`config.mk`:
```
export PLATFORM = sky130hd
export DESIGN_NAME = pe_push_streamer_flat
export DESIGN_NICKNAME = d
export VERILOG_FILES = /design/src/rtl/pe_pkg.sv /design/src/rtl/pe_push_streamer_if.sv /design/src/rtl/pe_skid_buffer.sv /design/src/rtl/pe_push_streamer.sv /design/src/flat_wrapper.sv
export SDC_FILE = /design/constraint.sdc
export NUM_CORES = 1
export LEC_CHECK = 0
export ABC_AREA = 1
export BUFFER_PORTS_ARGS = -buffer_cell sky130_fd_sc_hd__buf_2
export CORE_UTILIZATION = 45
export DETAILED_ROUTE_END_ITERATION = 12
export PLACE_DENSITY = 0.68
export SLEW_MARGIN = 10
export SYNTH_ARGS = -nofsm -noshare
export SYNTH_HDL_FRONTEND = slang
export SYNTH_SLANG_ARGS = --single-unit
```
`constraint.sdc`:
```
create_clock -name clk -period 2.95 [get_ports clk]
set_input_delay 0.295 -clock clk [delete_from_list [all_inputs] [get_ports clk]]
set_output_delay 0.295 -clock clk [all_outputs]
set_load 0.01 [all_outputs]
```
`src/rtl/pe_pkg.sv`:
```
// Shared types and default widths for the PE push streamer slice.
package pe_pkg;

    localparam int PE_DATA_WIDTH  = 64;
    localparam int PE_ADDR_WIDTH  = 12;
    localparam int PE_COUNT_WIDTH = 12;
    localparam int STATS_WIDTH    = 32;

    typedef enum logic [1:0] {
        IDLE   = 2'd0,
        STREAM = 2'd1,
        DRAIN  = 2'd2,
        DONE   = 2'd3
    } pe_state_e;

endpackage

```
`src/rtl/pe_push_streamer_if.sv`:
```
// Control, source-memory read and PE-FIFO push signals of the push streamer.
interface pe_push_streamer_if
    import pe_pkg::*;
#(
    parameter int DATA_WIDTH  = PE_DATA_WIDTH,
    parameter int ADDR_WIDTH  = PE_ADDR_WIDTH,
    parameter int COUNT_WIDTH = PE_COUNT_WIDTH
) ();

    logic                   enable;
    logic                   configure;
    logic [ADDR_WIDTH-1:0]  base_addr;
    logic [COUNT_WIDTH-1:0] word_count;
    logic                   start;
    logic                   busy;
    logic                   done;
    logic                   mem_rd_en;
    logic [ADDR_WIDTH-1:0]  mem_rd_addr;
    logic [DATA_WIDTH-1:0]  mem_rd_data;
    logic                   push;
    logic [DATA_WIDTH-1:0]  data;
    logic                   fifo_full;

    // The streamer drives the memory read port and the FIFO push port.
    modport master (
        input  enable, configure, base_addr, word_count, start, mem_rd_data, fifo_full,
        output busy, done, mem_rd_en, mem_rd_addr, push, data
    );

    modport slave (
        output enable, configure, base_addr, word_count, start, mem_rd_data, fifo_full,
        input  busy, done, mem_rd_en, mem_rd_addr, push, data
    );

endinterface

```
`src/rtl/pe_skid_buffer.sv`:
```
// Two-entry in-order skid buffer with a flow-through path when empty.
module pe_skid_buffer #(
    parameter int DATA_WIDTH = 64
) (
    input  logic                  clk,
    input  logic                  reset,
    input  logic                  in_valid_i,
    input  logic [DATA_WIDTH-1:0] in_data_i,
    input  logic                  out_ready_i,
    output logic                  out_valid_o,
    output logic [DATA_WIDTH-1:0] out_data_o
);

    logic [DATA_WIDTH-1:0] entry_q [2];
    logic                  rdPtr_q, wrPtr_q;
    logic [1:0]            count_q, count_d;
    logic                  bypass, storeEn, popStored;

    // An incoming word skips storage only when nothing is queued ahead of it.
    assign bypass      = (count_q == 2'd0) && in_valid_i && out_ready_i;
    assign storeEn     = in_valid_i && !bypass;
    assign popStored   = (count_q != 2'd0) && out_ready_i;
    assign out_valid_o = (count_q != 2'd0) || in_valid_i;
    assign out_data_o  = (count_q != 2'd0) ? entry_q[rdPtr_q] : in_data_i;
    assign count_d     = count_q + {1'b0, storeEn} - {1'b0, popStored};

    always_ff @(posedge clk or negedge reset) begin
        if (!reset) begin
            entry_q[0] <= '0;
            entry_q[1] <= '0;
            rdPtr_q    <= 1'b0;
            wrPtr_q    <= 1'b0;
            count_q    <= 2'd0;
        end else begin
            if (storeEn) begin
                entry_q[wrPtr_q] <= in_data_i;
                wrPtr_q          <= ~wrPtr_q;
            end
            if (popStored) begin
                rdPtr_q <= ~rdPtr_q;
            end
            count_q <= count_d;
        end
    end

endmodule

```
`src/rtl/pe_push_streamer.sv`:
```
// Streams word_count words from a source memory into the PE input FIFO.
// Define PE_STREAM_STATS_EN to add the stall_cycles back-pressure counter.
module pe_push_streamer
    import pe_pkg::*;
#(
    parameter int DATA_WIDTH  = PE_DATA_WIDTH,
    parameter int ADDR_WIDTH  = PE_ADDR_WIDTH,
    parameter int COUNT_WIDTH = PE_COUNT_WIDTH
) (
    input  logic                   clk,
    input  logic                   reset,
`ifdef PE_STREAM_STATS_EN
    output logic [STATS_WIDTH-1:0] stall_cycles,
`endif
    pe_push_streamer_if.master     bus
);

    pe_state_e              state_q, state_d;
    logic [ADDR_WIDTH-1:0]  baseAddr_q, baseAddr_d;
    logic [COUNT_WIDTH-1:0] wordCount_q, wordCount_d;
    logic [COUNT_WIDTH-1:0] readCnt_q, readCnt_d;
    logic [COUNT_WIDTH-1:0] pushCnt_q, pushCnt_d;
    logic                   rdPending_q;

    logic                   active, rdEn, pushReady, pushEn, headValid;
    logic [DATA_WIDTH-1:0]  headData;
    logic [COUNT_WIDTH-1:0] inFlight, startCount;

    // Reads stay at most two ahead of pushes, so the skid buffer never overflows.
    assign active     = (state_q == STREAM) || (state_q == DRAIN);
    assign inFlight   = readCnt_q - pushCnt_q;
    assign rdEn       = bus.enable && (state_q == STREAM)
                        && (inFlight < COUNT_WIDTH'(2)) && (readCnt_q < wordCount_q);
    assign pushReady  = bus.enable && active && !bus.fifo_full;
    assign pushEn     = pushReady && headValid;
    assign startCount = bus.configure ? bus.word_count : wordCount_q;

    pe_skid_buffer #(
        .DATA_WIDTH (DATA_WIDTH)
    ) u_skid (
        .clk         (clk),
        .reset       (reset),
        .in_valid_i  (rdPending_q),
        .in_data_i   (bus.mem_rd_data),
        .out_ready_i (pushReady),
        .out_valid_o (headValid),
        .out_data_o  (headData)
    );

    always_comb begin
        state_d     = state_q;
        baseAddr_d  = baseAddr_q;
        wordCount_d = wordCount_q;
        readCnt_d   = readCnt_q + (rdEn ? COUNT_WIDTH'(1) : '0);
        pushCnt_d   = pushCnt_q + (pushEn ? COUNT_WIDTH'(1) : '0);
        if (bus.enable) begin
            case (state_q)
                IDLE: begin
                    if (bus.configure) begin
                        baseAddr_d  = bus.base_addr;
                        wordCount_d = bus.word_count;
                    end
                    if (bus.start) begin
                        readCnt_d = '0;
                        pushCnt_d = '0;
                        state_d   = (startCount == '0) ? DONE : STREAM;
                    end
                end
                STREAM: begin
                    if (rdEn && (readCnt_q == wordCount_q - COUNT_WIDTH'(1))) begin
                        state_d = DRAIN;
                    end
                end
                DRAIN: begin
                    if (pushEn && (pushCnt_q == wordCount_q - COUNT_WIDTH'(1))) begin
                        state_d = DONE;
                    end
                end
                DONE:    state_d = IDLE;
                default: state_d = IDLE;
            endcase
        end
    end

    always_ff @(posedge clk or negedge reset) begin
        if (!reset) begin
            state_q     <= IDLE;
            baseAddr_q  <= '0;
            wordCount_q <= '0;
            readCnt_q   <= '0;
            pushCnt_q   <= '0;
            rdPending_q <= 1'b0;
        end else begin
            state_q     <= state_d;
            baseAddr_q  <= baseAddr_d;
            wordCount_q <= wordCount_d;
            readCnt_q   <= readCnt_d;
            pushCnt_q   <= pushCnt_d;
            rdPending_q <= rdEn;
        end
    end

    assign bus.busy        = (state_q != IDLE);
    assign bus.done        = (state_q == DONE);
    assign bus.mem_rd_en   = rdEn;
    assign bus.mem_rd_addr = rdEn ? (baseAddr_q + ADDR_WIDTH'(readCnt_q)) : '0;
    assign bus.push        = pushEn;
    assign bus.data        = pushEn ? headData : '0;

`ifdef PE_STREAM_STATS_EN
    logic [STATS_WIDTH-1:0] stall_q, stall_d;

    // Counts cycles where a word is waiting but the FIFO refuses it.
    always_comb begin
        stall_d = stall_q;
        if (bus.enable) begin
            if ((state_q == IDLE) && bus.start) begin
                stall_d = '0;
            end else if (headValid && bus.fifo_full && (stall_q != '1)) begin
                stall_d = stall_q + STATS_WIDTH'(1);
            end
        end
    end

    always_ff @(posedge clk or negedge reset) begin
        if (!reset) begin
            stall_q <= '0;
        end else begin
            stall_q <= stall_d;
        end
    end

    assign stall_cycles = stall_q;
`endif

endmodule
```
`src/flat_wrapper.sv`:
```
// flat-port wrapper written by rule: the top's interface ports become plain ports
module pe_push_streamer_flat import pe_pkg::*;
#(
    parameter int DATA_WIDTH  = PE_DATA_WIDTH,
    parameter int ADDR_WIDTH  = PE_ADDR_WIDTH,
    parameter int COUNT_WIDTH = PE_COUNT_WIDTH
)
  (clk, reset, bus_enable, bus_configure, bus_base_addr, bus_word_count, bus_start, bus_mem_rd_data, bus_fifo_full, bus_busy, bus_done, bus_mem_rd_en, bus_mem_rd_addr, bus_push, bus_data);
  pe_push_streamer_if #(.DATA_WIDTH(DATA_WIDTH), .ADDR_WIDTH(ADDR_WIDTH), .COUNT_WIDTH(COUNT_WIDTH)) bus_i ();
  input  logic clk;
  input  logic reset;
  input wire logic [$bits(bus_i.enable)-1:0] bus_enable;
  input wire logic [$bits(bus_i.configure)-1:0] bus_configure;
  input wire logic [$bits(bus_i.base_addr)-1:0] bus_base_addr;
  input wire logic [$bits(bus_i.word_count)-1:0] bus_word_count;
  input wire logic [$bits(bus_i.start)-1:0] bus_start;
  input wire logic [$bits(bus_i.mem_rd_data)-1:0] bus_mem_rd_data;
  input wire logic [$bits(bus_i.fifo_full)-1:0] bus_fifo_full;
  output wire logic [$bits(bus_i.busy)-1:0] bus_busy;
  output wire logic [$bits(bus_i.done)-1:0] bus_done;
  output wire logic [$bits(bus_i.mem_rd_en)-1:0] bus_mem_rd_en;
  output wire logic [$bits(bus_i.mem_rd_addr)-1:0] bus_mem_rd_addr;
  output wire logic [$bits(bus_i.push)-1:0] bus_push;
  output wire logic [$bits(bus_i.data)-1:0] bus_data;
  assign bus_i.enable = bus_enable;
  assign bus_i.configure = bus_configure;
  assign bus_i.base_addr = bus_base_addr;
  assign bus_i.word_count = bus_word_count;
  assign bus_i.start = bus_start;
  assign bus_i.mem_rd_data = bus_mem_rd_data;
  assign bus_i.fifo_full = bus_fifo_full;
  assign bus_busy = bus_i.busy;
  assign bus_done = bus_i.done;
  assign bus_mem_rd_en = bus_i.mem_rd_en;
  assign bus_mem_rd_addr = bus_i.mem_rd_addr;
  assign bus_push = bus_i.push;
  assign bus_data = bus_i.data;
  pe_push_streamer #(.DATA_WIDTH(DATA_WIDTH), .ADDR_WIDTH(ADDR_WIDTH), .COUNT_WIDTH(COUNT_WIDTH)) u_core (.clk(clk), .reset(reset), .bus(bus_i));
endmodule
```
==> results of run 1 <==
[worst reg2reg max path, cell delays in order, from the launching register on]
cell     delay, ns
dfrtp_1       0.40
inv_2         0.07
nand2_2       0.06
fa_2          0.45
nor2_1        0.09
nand3_1       0.08
nor2_1        0.09
nand3_1       0.09
nor2_1        0.11
nand3_1       0.09
nor2_2        0.10
nand3_2       0.09
inv_2         0.09
ha_4          0.15
ha_4          0.15
nand2_4       0.05
nor3_4        0.19
nand2_2       0.10
nor2_4        0.13
nand3_2       0.09
o21ai_1       0.14
a21oi_1       0.06
[per-layer routing]
metal | vias to the layer above | share of wire [%]
met5 | - | 0.033
met4 | 2 | 1.8
met3 | 41 | 6.1
met2 | 266 | 46
met1 | 4852 | 46
li1 | 5198 | -
[sequential cells by signal, summed over array words and instances (netlist names)]
name                   flops
u_core.u_skid.entry_q    128
u_core.u_skid.count_q      2
u_core.u_skid.rdPtr_q      1
u_core.u_skid.wrPtr_q      1
u_core.rdPending_q         1
u_core.readCnt_q          12
u_core.state_q             2
u_core.pushCnt_q          12
u_core.wordCount_q        12
u_core.baseAddr_q         12
[layout make-up]
cell class / count / area [µm²]
diodes: 3 / 7.507
clock buffers: 17 / 425.4
clock inverters: 15 / 214.0
fillers: 2210 / 10100
inverters: 171 / 643.1
multi-input cells: 1044 / 5458
flip-flops and latches: 183 / 4582
well taps: 319 / 399.1
repair buffers: 254 / 1639
[placed cells by master (no fill, tap or decap), types with 3 or more instances in the layout]
master / netlist / final
o21ai_0: 216 / 210
inv_8: 0 / 3
nand4_1: 8 / 8
nor2_4: 3 / 5
ha_1: 44 / 39
inv_1: 170 / 165
diode_2: 0 / 3
inv_2: 1 / 5
buf_12: 0 / 7
o21ai_1: 0 / 5
mux2_2: 12 / 12
dfrtp_1: 183 / 181
nand2_1: 439 / 430
a21oi_1: 38 / 34
nor3_1: 8 / 6
o21bai_1: 4 / 4
buf_4: 0 / 68
xnor2_1: 5 / 5
a21oi_2: 0 / 4
clkbuf_16: 0 / 19
buf_6: 0 / 4
nand3_1: 78 / 72
a31oi_1: 66 / 66
nand3_2: 1 / 6
inv_12: 0 / 7
nand2_2: 4 / 12
nor2_2: 3 / 8
nor2_1: 83 / 76
clkinv_8: 0 / 3
nand2_4: 2 / 3
ha_4: 0 / 3
xor2_1: 9 / 9
buf_2: 3 / 171
[cell families (layout without fill, tap and decap cells)]
| family | after synthesis | after routing |
|---|---|---|
| other | 0 | 3 |
| adders and majority gates | 46 | 46 |
| muxes | 12 | 12 |
| and+or+nand+nor | 639 | 639 |
| DFF | 183 | 183 |
| AOI/OAI and AO/OA | 333 | 333 |
| buffers and inverters | 239 | 457 |
| xor gates and xnor gates | 14 | 14 |
[worst min-delay path by stage]
| stage | start | to | slack [ns] | cells after the start |
|---|---|---|---|---|
| floorplan | reset | u_core.baseAddr_q[0]$_DFFE_PN0P_ | -0.0006 | 0 |
| global placement | reset | u_core.pushCnt_q[11]$_DFF_PN0_ | 0.33 | 1 |
| detailed placement | reset | u_core.pushCnt_q[11]$_DFF_PN0_ | 0.32 | 1 |
| CTS | bus_base_addr[7] | u_core.baseAddr_q[7]$_DFFE_PN0P_ | 0.07 | 2 |
| global route | bus_base_addr[10] | u_core.baseAddr_q[10]$_DFFE_PN0P_ | 0.07 | 2 |
| finish | bus_base_addr[9] | u_core.baseAddr_q[9]$_DFFE_PN0P_ | 0.08 | 2 |
[power groups by stage]
stage	Sequential (W)	Clock, W	Combinational (W)
after global routing	0.00404	0.00260	0.00520
after CTS	0.00391	0.00251	0.00441
after floorplan	0.00386	0	0.00301
final	0.00392	0.00247	0.00454
after detailed placement	0.00395	0	0.00439
after global placement	0.00392	0	0.00430
[timing repair]
item / 4_1_cts / 5_1_grt
buffers inserted: 3 / 7
setup endpoints to repair: 5 / 82
cloned: 0 / 2
hold endpoints to repair: 60 / 0
pin swaps: 7 / 18
resized for setup: 9 / 42
hold buffers: 1 / 0
[through the flow]
stage / total power (W) / setup slack [ns] / utilization [%] / hold slack [ns] / TNS, ns
floorplan: 0.006867 / 0.01654 / - / -0.0005911 / 0
global placement: 0.008226 / -0.03483 / 52.93 / 0.3255 / -0.03483
detailed placement: 0.008333 / -0.06654 / 52.93 / 0.3218 / -0.06654
CTS: 0.01084 / -0.02009 / 55.87 / 0.06574 / -0.02009
global route: 0.01183 / -0.2461 / 56.93 / 0.06914 / -1.898
finish: 0.01093 / -0.02394 / 56.95 / 0.07877 / -0.05386
==> impl_metrics.tcl, run 1 <==
set metrics [dict create \
    startpoint_class_of_the_critical_path "register" \
    cts.root.buffer_cell "clkbuf_16" \
    crit_chain "inv_2, nand2_2, fa_2, nor2_1, nand3_1, nor2_1, nand3_1, nor2_1, nand3_1, nor2_2, nand3_2, inv_2, ha_4, ha_4, nand2_4, nor3_4, nand2_2, nor2_4, nand3_2, o21ai_1, a21oi_1" \
    post_drt_via_cell_ratio 5.164 \
    cp_slowest_cell "fa_2" \
    drtPass1Iterations 5 \
    cp-endpoint "u_core.readCnt_q[10]$_DFF_PN0_" \
    pwr-share-seq_pct 35.9 \
    crit_path_end_kind "register" \
    cp_num_buf_inv 2 \
    design.die.area_um2 24540 \
    synth_seq_area_share_pct 42.55 \
    final.min_clock_period_ns 2.974 \
    synth_top_area_share_pct 42.55 \
    area_growth_syn_to_layout_pct 24.20 \
    stdcell_area_um2 13370 \
    cts-buffers-inserted 17 \
    r2r-end "u_core.readCnt_q[10]$_DFF_PN0_" \
    worst_setup_path_startpoint "u_core.readCnt_q[0]$_DFF_PN0_" \
    global_route.usage.met1_pct 33.05 \
    violations "setup timing" \
    reg2regPathDepth 21 \
    finish.net_count 1811 \
    final.period_utilization_pct 100.8 \
    routed_wl_mm 29.89 \
    ff_to_ff_setup_slack_ns -0.02 \
    combinationalPowerShare_pct 41.5 \
    drt_drc_violations_left 0 \
    global_route.usage.met3_pct 5.926 \
    slew_viol_final 0 \
    synth_compound_gate_area_share_pct 16.71 \
    rsz0062_at_grt "true" \
    xor_and_xnor_area_share_after_synthesis_pct 1.139 \
    final_hold_viols 0 \
    final-instance-count-excl-fill 2006 \
    htree_levels 4 \
    core_um2 23470 \
    grt_max_degree 71 \
    outcome "complete, but fails checks" \
    critical_path_peak_fanout 2 \
    final-setup-viol-count 3 \
    cpPeakStageDelay_ns 0.45 \
    drt_iter0_markers 860 \
    clk_network_pwr_share_pct 22.6 \
    clock-sinks 183 \
    power.switching_w 0.004595 \
    ys_top_cells_by_area "dfrtp_1, nand2_1, o21ai_0, inv_1, ha_1" \
    reg2reg_from "u_core.readCnt_q[0]$_DFF_PN0_" \
    cell_internal_pwr_w 0.006338 \
    groute.usage.overall_pct 24.59 \
    clock-skew-final_ns 0.01701 \
    reg_clk_slew_reported_paths_ns 0.08 \
    cp_data_arrival_time_ns 3.30 \
    grt.met2_usage_pct 39.56 \
    drv_cap 0 \
    switching_share_pct 42.03 \
    ir_worst_vdd_mv 0.5067 \
    die_w_um 156.7 \
    power-per-cell-area_nw_per_um2 817.9 \
    grt_pass1_vias 9848 \
    maxClockFrequency_mhz 336.3 \
    wl_per_cell_um 14.90 \
    leakagePower_nw 6.850 \
    holdCritPathClass "input pin to register" \
    insertion_delay_ns 0.45 \
    muxShareOfSynthArea_pct 1.256 \
    fin_ws_ns -0.02394 \
    postSynthCellCount 1466 \
    synth_top_family_by_area "simple AND/OR/NAND/NOR gates" \
    synthDistinctLibCells 40 \
    initial_core_util_pct 45.85 \
    worst_ep_required_time_ns 3.28 \
    i_o_pin_count 174 \
    slew-limit-headroom_pct 46.24 \
    number_of_flops_mapped_to_enable_cells_by_yosys 0 \
    hpwl_mm 20.56 \
    place.port_buffers 173 \
    cts_buffer_depth 2 \
    final_layout_size_suffix_gt1_share_pct 21.32 \
    fp-row-count 56 \
    yosys.area.top_type "dfrtp_1" \
    die-height_um 156.7 \
    family_with_the_most_delay_on_the_worst_path "simple AND/OR/NAND/NOR gates" \
    synth_fp_nets 1606 \
    synthesis.yosys.warnings 0 \
    remaining_antenna_violation_count 0 \
    placedInstanceArea_um2 12420 \
    vias 10359 \
    grt.overflow.total 0 \
    synthesized_area_per_cell_um2 7.342 \
    timing_worst_slew_pin_value_ns 0.8044 \
    place.detailed.instances 1959 \
    synth_most_common_cell "nand2_1" \
    grt-busiest-layer "met2" \
    antenna_found_initial 3 \
    async_flop_share_pct 100.0 \
    dominantRegCellSynth "dfrtp_1" \
    wire_length_of_the_first_global_routing_pass_mm 48.06 \
    criticalPathCategory "register to register" \
    cts_tree "done" \
    post_synth_fa_ha_maj_area_fraction_pct 5.487 \
    synth.cells.most_frequent "nand2_1, o21ai_0, dfrtp_1" \
    gpl.final_weighted_congestion 0.8848 \
    cell_depth_of_the_worst_setup_path 21 \
    netlist_area_um2 10760 \
    yosys.area_share.simple_pct 24.49 \
    synth-seq-cells 183 \
]
Note: power is estimated with default switching activity, not from simulation.
==> run 2: changes to the inputs <==
--- a/config.mk
+++ b/config.mk
@@ -5,11 +5,10 @@
 export SDC_FILE = /design/constraint.sdc
 export NUM_CORES = 1
 export LEC_CHECK = 0
-export ABC_AREA = 1
 export BUFFER_PORTS_ARGS = -buffer_cell sky130_fd_sc_hd__buf_2
 export CORE_UTILIZATION = 45
 export DETAILED_ROUTE_END_ITERATION = 12
-export PLACE_DENSITY = 0.68
+export PLACE_DENSITY = 0.69
 export SLEW_MARGIN = 10
 export SYNTH_ARGS = -nofsm -noshare
 export SYNTH_HDL_FRONTEND = slang
==> run 2 against run 1 <==
- the run still ends with setup timing left
- non-clock buffer count increased by 33
- global-route usage is 2.7 points lower
- fmax is 11% lower
- critical path type is now register to primary output
- largest power group unchanged
==> impl_metrics.tcl, run 2 <==
set metrics [dict create \
    worst_ep_required_time_ns 2.65 \
    slew_viol_final 0 \
    critical_path_peak_fanout 4 \
    synth_fp_nets 1106 \
    synth.cells.most_frequent "dfrtp_1, mux2_2, nor2_1" \
    rsz0062_at_grt "true" \
    synth_compound_gate_area_share_pct 8.731 \
    drv_cap 0 \
    grt_max_degree 109 \
    power-per-cell-area_nw_per_um2 792.2 \
    hpwl_mm 18.04 \
    synthesis.yosys.warnings 0 \
    post_drt_via_cell_ratio 5.341 \
    synthesized_area_per_cell_um2 10.92 \
    utilization_pct 59.09 \
    area_growth_syn_to_layout_pct 27.98 \
    drt_iter0_markers 556 \
    dominantRegCellSynth "dfrtp_1" \
    antenna_found_initial 1 \
    final-setup-viol-count 24 \
    synth-seq-cells 183 \
    xor_and_xnor_area_share_after_synthesis_pct 5.884 \
    stdcell_area_um2 13500 \
    synth_top_family_by_area "multiplexers" \
    final-instance-count-excl-fill 1546 \
    core_um2 22850 \
    htree_levels 4 \
    netlist_area_um2 10550 \
    layout.cells.most_common_list "dfrtp_1, buf_2, mux2_2" \
    final_layout_size_suffix_gt1_share_pct 43.02 \
    placedInstanceArea_um2 12510 \
    cts_tree "done" \
    postSynthCellCount 966 \
    place.port_buffers 173 \
    leakagePower_nw 6.662 \
    fin_ws_ns -0.3775 \
    routed_wl_mm 26.00 \
    maxClockFrequency_mhz 300.5 \
    clock-sinks 183 \
    design.die.area_um2 24060 \
    groute.usage.overall_pct 21.87 \
    yosys.area_share.simple_pct 10.60 \
    fp-row-count 55 \
    cp_data_arrival_time_ns 3.03 \
    reg_clk_slew_reported_paths_ns 0.08 \
    design_power_total_w 0.01069 \
    yosys.area.top_type "dfrtp_1" \
    number_of_flops_mapped_to_enable_cells_by_yosys 0 \
    final.min_clock_period_ns 3.328 \
    outcome "complete, but fails checks" \
    ys_top_cells_by_area "dfrtp_1, mux2_2, mux2i_1, ha_1, a211oi_1" \
    largest_register_ffs 128 \
    cts-buffers-inserted 17 \
    wire_length_of_the_first_global_routing_pass_mm 41.54 \
    initial_core_util_pct 46.17 \
    die_w_um 155.1 \
    async_flop_share_pct 100.0 \
    post_synth_fa_ha_maj_area_fraction_pct 5.599 \
    timing_worst_slew_pin_value_ns 0.8601 \
    insertion_delay_ns 0.44 \
    drtPass1Iterations 6 \
    muxShareOfSynthArea_pct 22.59 \
    grt.overflow.total 0 \
    synth_top_area_share_pct 43.42 \
    synth_seq_area_share_pct 43.42 \
    criticalPathCategory "register to primary output" \
    violations "setup timing" \
    drt_drc_violations_left 0 \
    final_hold_viols 0 \
    final.period_utilization_pct 112.8 \
    synth_most_common_cell "dfrtp_1" \
    i_o_pin_count 174 \
    vias 8257 \
    finish.net_count 1359 \
    holdCritPathClass "input pin to register" \
    dp_worst_setup_slack_ns -0.2706 \
    synthDistinctLibCells 53 \
    ir_worst_vdd_mv 0.5011 \
    gpl.final_weighted_congestion 0.8813 \
    place.detailed.instances 1496 \
    cts_buffer_depth 2 \
    die-height_um 155.1 \
    slew-limit-headroom_pct 42.13 \
    startpoint_class_of_the_critical_path "register" \
    layout.cells.most_common "dfrtp_1" \
    grt_pass1_vias 8186 \
    crit_path_end_kind "primary output" \
    cts.root.buffer_cell "clkbuf_16" \
    remaining_antenna_violation_count 0 \
    largest_register "u_core.u_skid.entry_q" \
    wl_per_cell_um 16.81 \
    clock-skew-final_ns 0.01262 \
]
## run 2: changes by cell type in the layout (fill, tap and decap cells not counted), moves of 65 or more
| cell | previous run | this run |
|---|---|---|
| o21ai_0 | 210 | 18 |
| nand2_1 | 430 | 20 |
| mux2_2 | 12 | 152 |
| mux2i_1 | 0 | 67 |
| inv_1 | 165 | 32 |
| a31oi_1 | 66 | 1 |
## run 2: cell type report
class                           instances  area (µm²)
Fill cell                            1941        9348
Multi-Input combinational cell        696        5926
Sequential cell                       183        4584
Timing Repair Buffer                  287        1844
Clock buffer                           17       425.4
Tap cell                              313       391.6
Clock inverter                         15       197.7
Inverter                               34       127.6
Antenna cell                            1       2.502
## run 2: report_power, final
group          switching [W]  internal, W  leakage, nW
clock network        0.00117      0.00117        0.297
registers           0.000373      0.00311         2.49
logic                0.00250      0.00238         3.88
## run 2: what timing repair did
item,4_1_cts,5_1_grt
resized for setup,26,20
pin swaps,18,16
setup buffers,10,6
hold buffers,1,0
setup endpoints to repair,26,31
endpoints found under the hold margin,20,0
## run 2: stage by stage
step | hold slack, ns | setup TNS (ns)
floorplan | -0.0005911 | -0.8808
global placement | 0.1697 | -1.381
detailed placement | 0.1733 | -1.992
CTS | 0.07656 | -6.655
global route | 0.07646 | -11.95
finish | 0.09138 | -7.144
## run 2: cells by family (layout without fill, tap and decap cells)
group                    Yosys count  after routing
AO/OA/AOI/OAI                    134            134
adder cells (fa/ha/maj)           46             46
AND/OR/NAND/NOR                  227            227
buffers and inverters             87            353
flip-flops                       183            183
multiplexers                     219            219
other                              0              1
XOR/XNOR                          70             70
## run 2: path summary, 6_finish.rpt
check | depth (start not counted) | slack (ns) | start | end
max in group asynchronous | 3 | 1.79 | reset | u_core.u_skid.rdPtr_q$_DFFE_PN0P_
max | 13 | -0.38 | u_core.readCnt_q[0]$_DFF_PN0_ | bus_mem_rd_addr[1]
min reg2reg | 1 | 0.51 | u_core.u_skid.entry_q[69]$_DFFE_PN0P_ | u_core.u_skid.entry_q[69]$_DFFE_PN0P_
min in group asynchronous | 2 | 0.32 | reset | u_core.baseAddr_q[6]$_DFFE_PN0P_
min | 2 | 0.09 | bus_base_addr[5] | u_core.baseAddr_q[5]$_DFFE_PN0P_
max reg2reg | 16 | -0.37 | u_core.readCnt_q[0]$_DFF_PN0_ | u_core.readCnt_q[5]$_DFF_PN0_
## run 2: metal layers
layer,global-route usage [%],vias up,part of all wire (%)
met4,6.459,0,1.4
met1,29.11,4068,47
li1,-,3981,-
met2,36.29,179,48
met3,4.039,29,4.3
met5,0,-,0
## run 2: critical path, stage by stage, from the launching register on
cell	delay [ns]
dfrtp_1	0.38
nand2b_4	0.15
fa_2	0.34
a21o_1	0.21
a22o_1	0.21
o21a_1	0.19
o211ai_1	0.18
o311ai_1	0.12
a22o_1	0.25
nand3_2	0.13
inv_2	0.06
buf_6	0.12
and2_4	0.15
buf_6	0.11
==> run 3: changes to the inputs <==
--- a/config.mk
+++ b/config.mk
@@ -7,8 +7,10 @@
 export LEC_CHECK = 0
 export BUFFER_PORTS_ARGS = -buffer_cell sky130_fd_sc_hd__buf_2
 export CORE_UTILIZATION = 45
+export CTS_BUF_LIST = sky130_fd_sc_hd__clkbuf_16
 export DETAILED_ROUTE_END_ITERATION = 12
 export PLACE_DENSITY = 0.69
+export REMOVE_ABC_BUFFERS = 1
 export SLEW_MARGIN = 10
 export SYNTH_ARGS = -nofsm -noshare
 export SYNTH_HDL_FRONTEND = slang
==> run 3 against run 2 <==
- the run still ends with setup timing left
- flip-flop and latch count stayed put
- wire length is 1.1% lower
- global-route usage is 0.10 points lower
- sequential share of layout area is 0.13 points lower
- clock power hardly changed
- total power is 0.69% higher
- clock skew is 0.0048 ns higher
- worst hold slack worse by 0.012 ns
- critical path depth is 2 lower
- fmax hardly changed
- critical endpoint unchanged
==> impl_metrics.tcl, run 3 (synthesis gave the netlist of run 2 again) <==
set metrics [dict create \
    outcome "complete, but fails checks" \
    violations "setup timing" \
    largest_register "u_core.u_skid.entry_q" \
    remaining_antenna_violation_count 0 \
    cpPeakStageDelay_ns 0.41 \
    grt_max_degree 121 \
    drt_drc_violations_left 0 \
    die_w_um 155.1 \
    grt_pass1_vias 8016 \
    leakagePower_nw 6.692 \
    core_um2 22850 \
    gpl.final_weighted_congestion 0.9047 \
    drv_cap 0 \
    timing.hold.worst.start "bus_base_addr[7]" \
    htree_levels 4 \
    slew_viol_final 0 \
    fp-row-count 55 \
    cp_data_arrival_time_ns 3.03 \
    area_growth_syn_to_layout_pct 28.48 \
    post_drt_via_cell_ratio 5.323 \
    fin_ws_ns -0.3775 \
    grt.overflow.total 0 \
    reg_clk_slew_reported_paths_ns 0.08 \
    final_layout_size_suffix_gt1_share_pct 43.30 \
    layout.cells.most_common "dfrtp_1" \
    place.port_buffers 173 \
    crit_path_end_kind "primary output" \
    cts_tree "done" \
    initial_core_util_pct 46.17 \
    finish.net_count 1365 \
    reg2reg_from "u_core.readCnt_q[0]$_DFF_PN0_" \
    startpoint_class_of_the_critical_path "register" \
    rsz0062_at_grt "true" \
    drtPass1Iterations 4 \
    criticalPathCategory "register to primary output" \
    cts.root.buffer_cell "clkbuf_16" \
    critical_path_peak_fanout 4 \
    final_setup_tns_ns -6.972 \
    crit_top_cell "buf_6" \
    hpwl_mm 17.98 \
    maxClockFrequency_mhz 300.5 \
    cp_slowest_cell "or3_4" \
    cts-buffers-inserted 17 \
    final_hold_viols 0 \
    wire_length_of_the_first_global_routing_pass_mm 41.03 \
    insertion_delay_ns 0.45 \
    clock-sinks 183 \
    routed_wl_mm 25.70 \
    timing_worst_slew_pin_value_ns 0.6866 \
    groute.usage.overall_pct 21.77 \
    clock-skew-final_ns 0.01745 \
    design.die.area_um2 24060 \
    utilization_pct 59.32 \
    die-height_um 155.1 \
    vias 8262 \
    drt_iter0_markers 429 \
    power-per-cell-area_nw_per_um2 794.5 \
    cts_buffer_depth 2 \
    ir_worst_vdd_mv 0.5548 \
    holdCritPathClass "input pin to register" \
    i_o_pin_count 174 \
    final-setup-viol-count 24 \
    largest_register_ffs 128 \
    layout.cells.most_common_list "dfrtp_1, buf_2, mux2_2" \
    worst_setup_path_startpoint "u_core.readCnt_q[0]$_DFF_PN0_" \
    worst_ep_required_time_ns 2.65 \
    wl_per_cell_um 16.56 \
    slew-limit-headroom_pct 54.23 \
    antenna_found_initial 1 \
    final.min_clock_period_ns 3.328 \
    final.period_utilization_pct 112.8 \
    crit_chain "nand2b_4, fa_2, nor4bb_1, o211ai_1, or3_4, nor4_4, nand3_2, inv_2, buf_6, and2_4, buf_6" \
]
[run 3: critical path, delay by kind of cell, from the launching register on]
kind | cells | cell delay (ns)
AOI/OAI and AO/OA | 1 | 0.12
adders and majority gates | 1 | 0.40
and+or+nand+nor | 6 | 1.39
buffers and inverters | 3 | 0.32
DFF | 1 | 0.38
[run 3: timing repair]
| item | CTS | global route |
|---|---|---|
| hold buffers | 1 | 0 |
| setup buffers | 7 | 3 |
| pin swaps | 25 | 33 |
| endpoints found under the hold margin | 64 | 0 |
| endpoints found under the setup margin | 26 | 81 |
| resized for setup | 40 | 31 |
[run 3: per-stage QoR]
step	setup WS [ns]	total power (W)	instances	hold WS [ns]	cell area (µm²)
after floorplan	-2.456	0.006492	913	-0.0005911	10340
after global placement	-0.3821	0.008063	1509	0.3606	12520
after detailed placement	-0.4832	0.008180	1509	0.3626	12520
after CTS	-0.4714	0.01070	1549	0.06457	13400
after global routing	-0.5260	0.01147	1552	0.06674	13550
final	-0.3775	0.01077	1552	0.07917	13550
[run 3: where the power goes]
part           switching, W  internal (W)  leakage [nW]
Sequential         0.000392       0.00310          2.49
Combinational       0.00248       0.00245          3.91
Clock               0.00117       0.00117         0.295
[run 3: final cells by class]
class	instances	area (µm²)
Antenna cell	1	2.502
Clock buffer	17	425.4
Clock inverter	15	187.7
Fill cell	1935	9295
Inverter	34	130.1
Multi-Input combinational cell	696	5933
Sequential cell	183	4584
Tap cell	313	391.6
Timing Repair Buffer	293	1897
[run 3: worst paths after layout]
path	end	slack (ns)	cells after the start
worst max-delay path	bus_mem_rd_addr[1]	-0.38	11
worst min-delay path	u_core.baseAddr_q[7]$_DFFE_PN0P_	0.08	2
worst max register to register	u_core.readCnt_q[9]$_DFF_PN0_	-0.36	16
worst min register to register	u_core.u_skid.entry_q[72]$_DFFE_PN0P_	0.50	1
max in group asynchronous	u_core.u_skid.entry_q[96]$_DFFE_PN0P_	1.77	3
min in group asynchronous	u_core.u_skid.entry_q[25]$_DFFE_PN0P_	0.45	2
[run 3: routing by layer]
| metal | wire length (µm) | part of all wire, % | GRT usage (%) |
|---|---|---|---|
| met1 | 11500 | 45 | 28.32 |
| met2 | 12480 | 49 | 36.10 |
| met3 | 1267 | 4.9 | 4.624 |
| met4 | 457 | 1.8 | 7.119 |
| met5 | 0 | 0 | 0 |
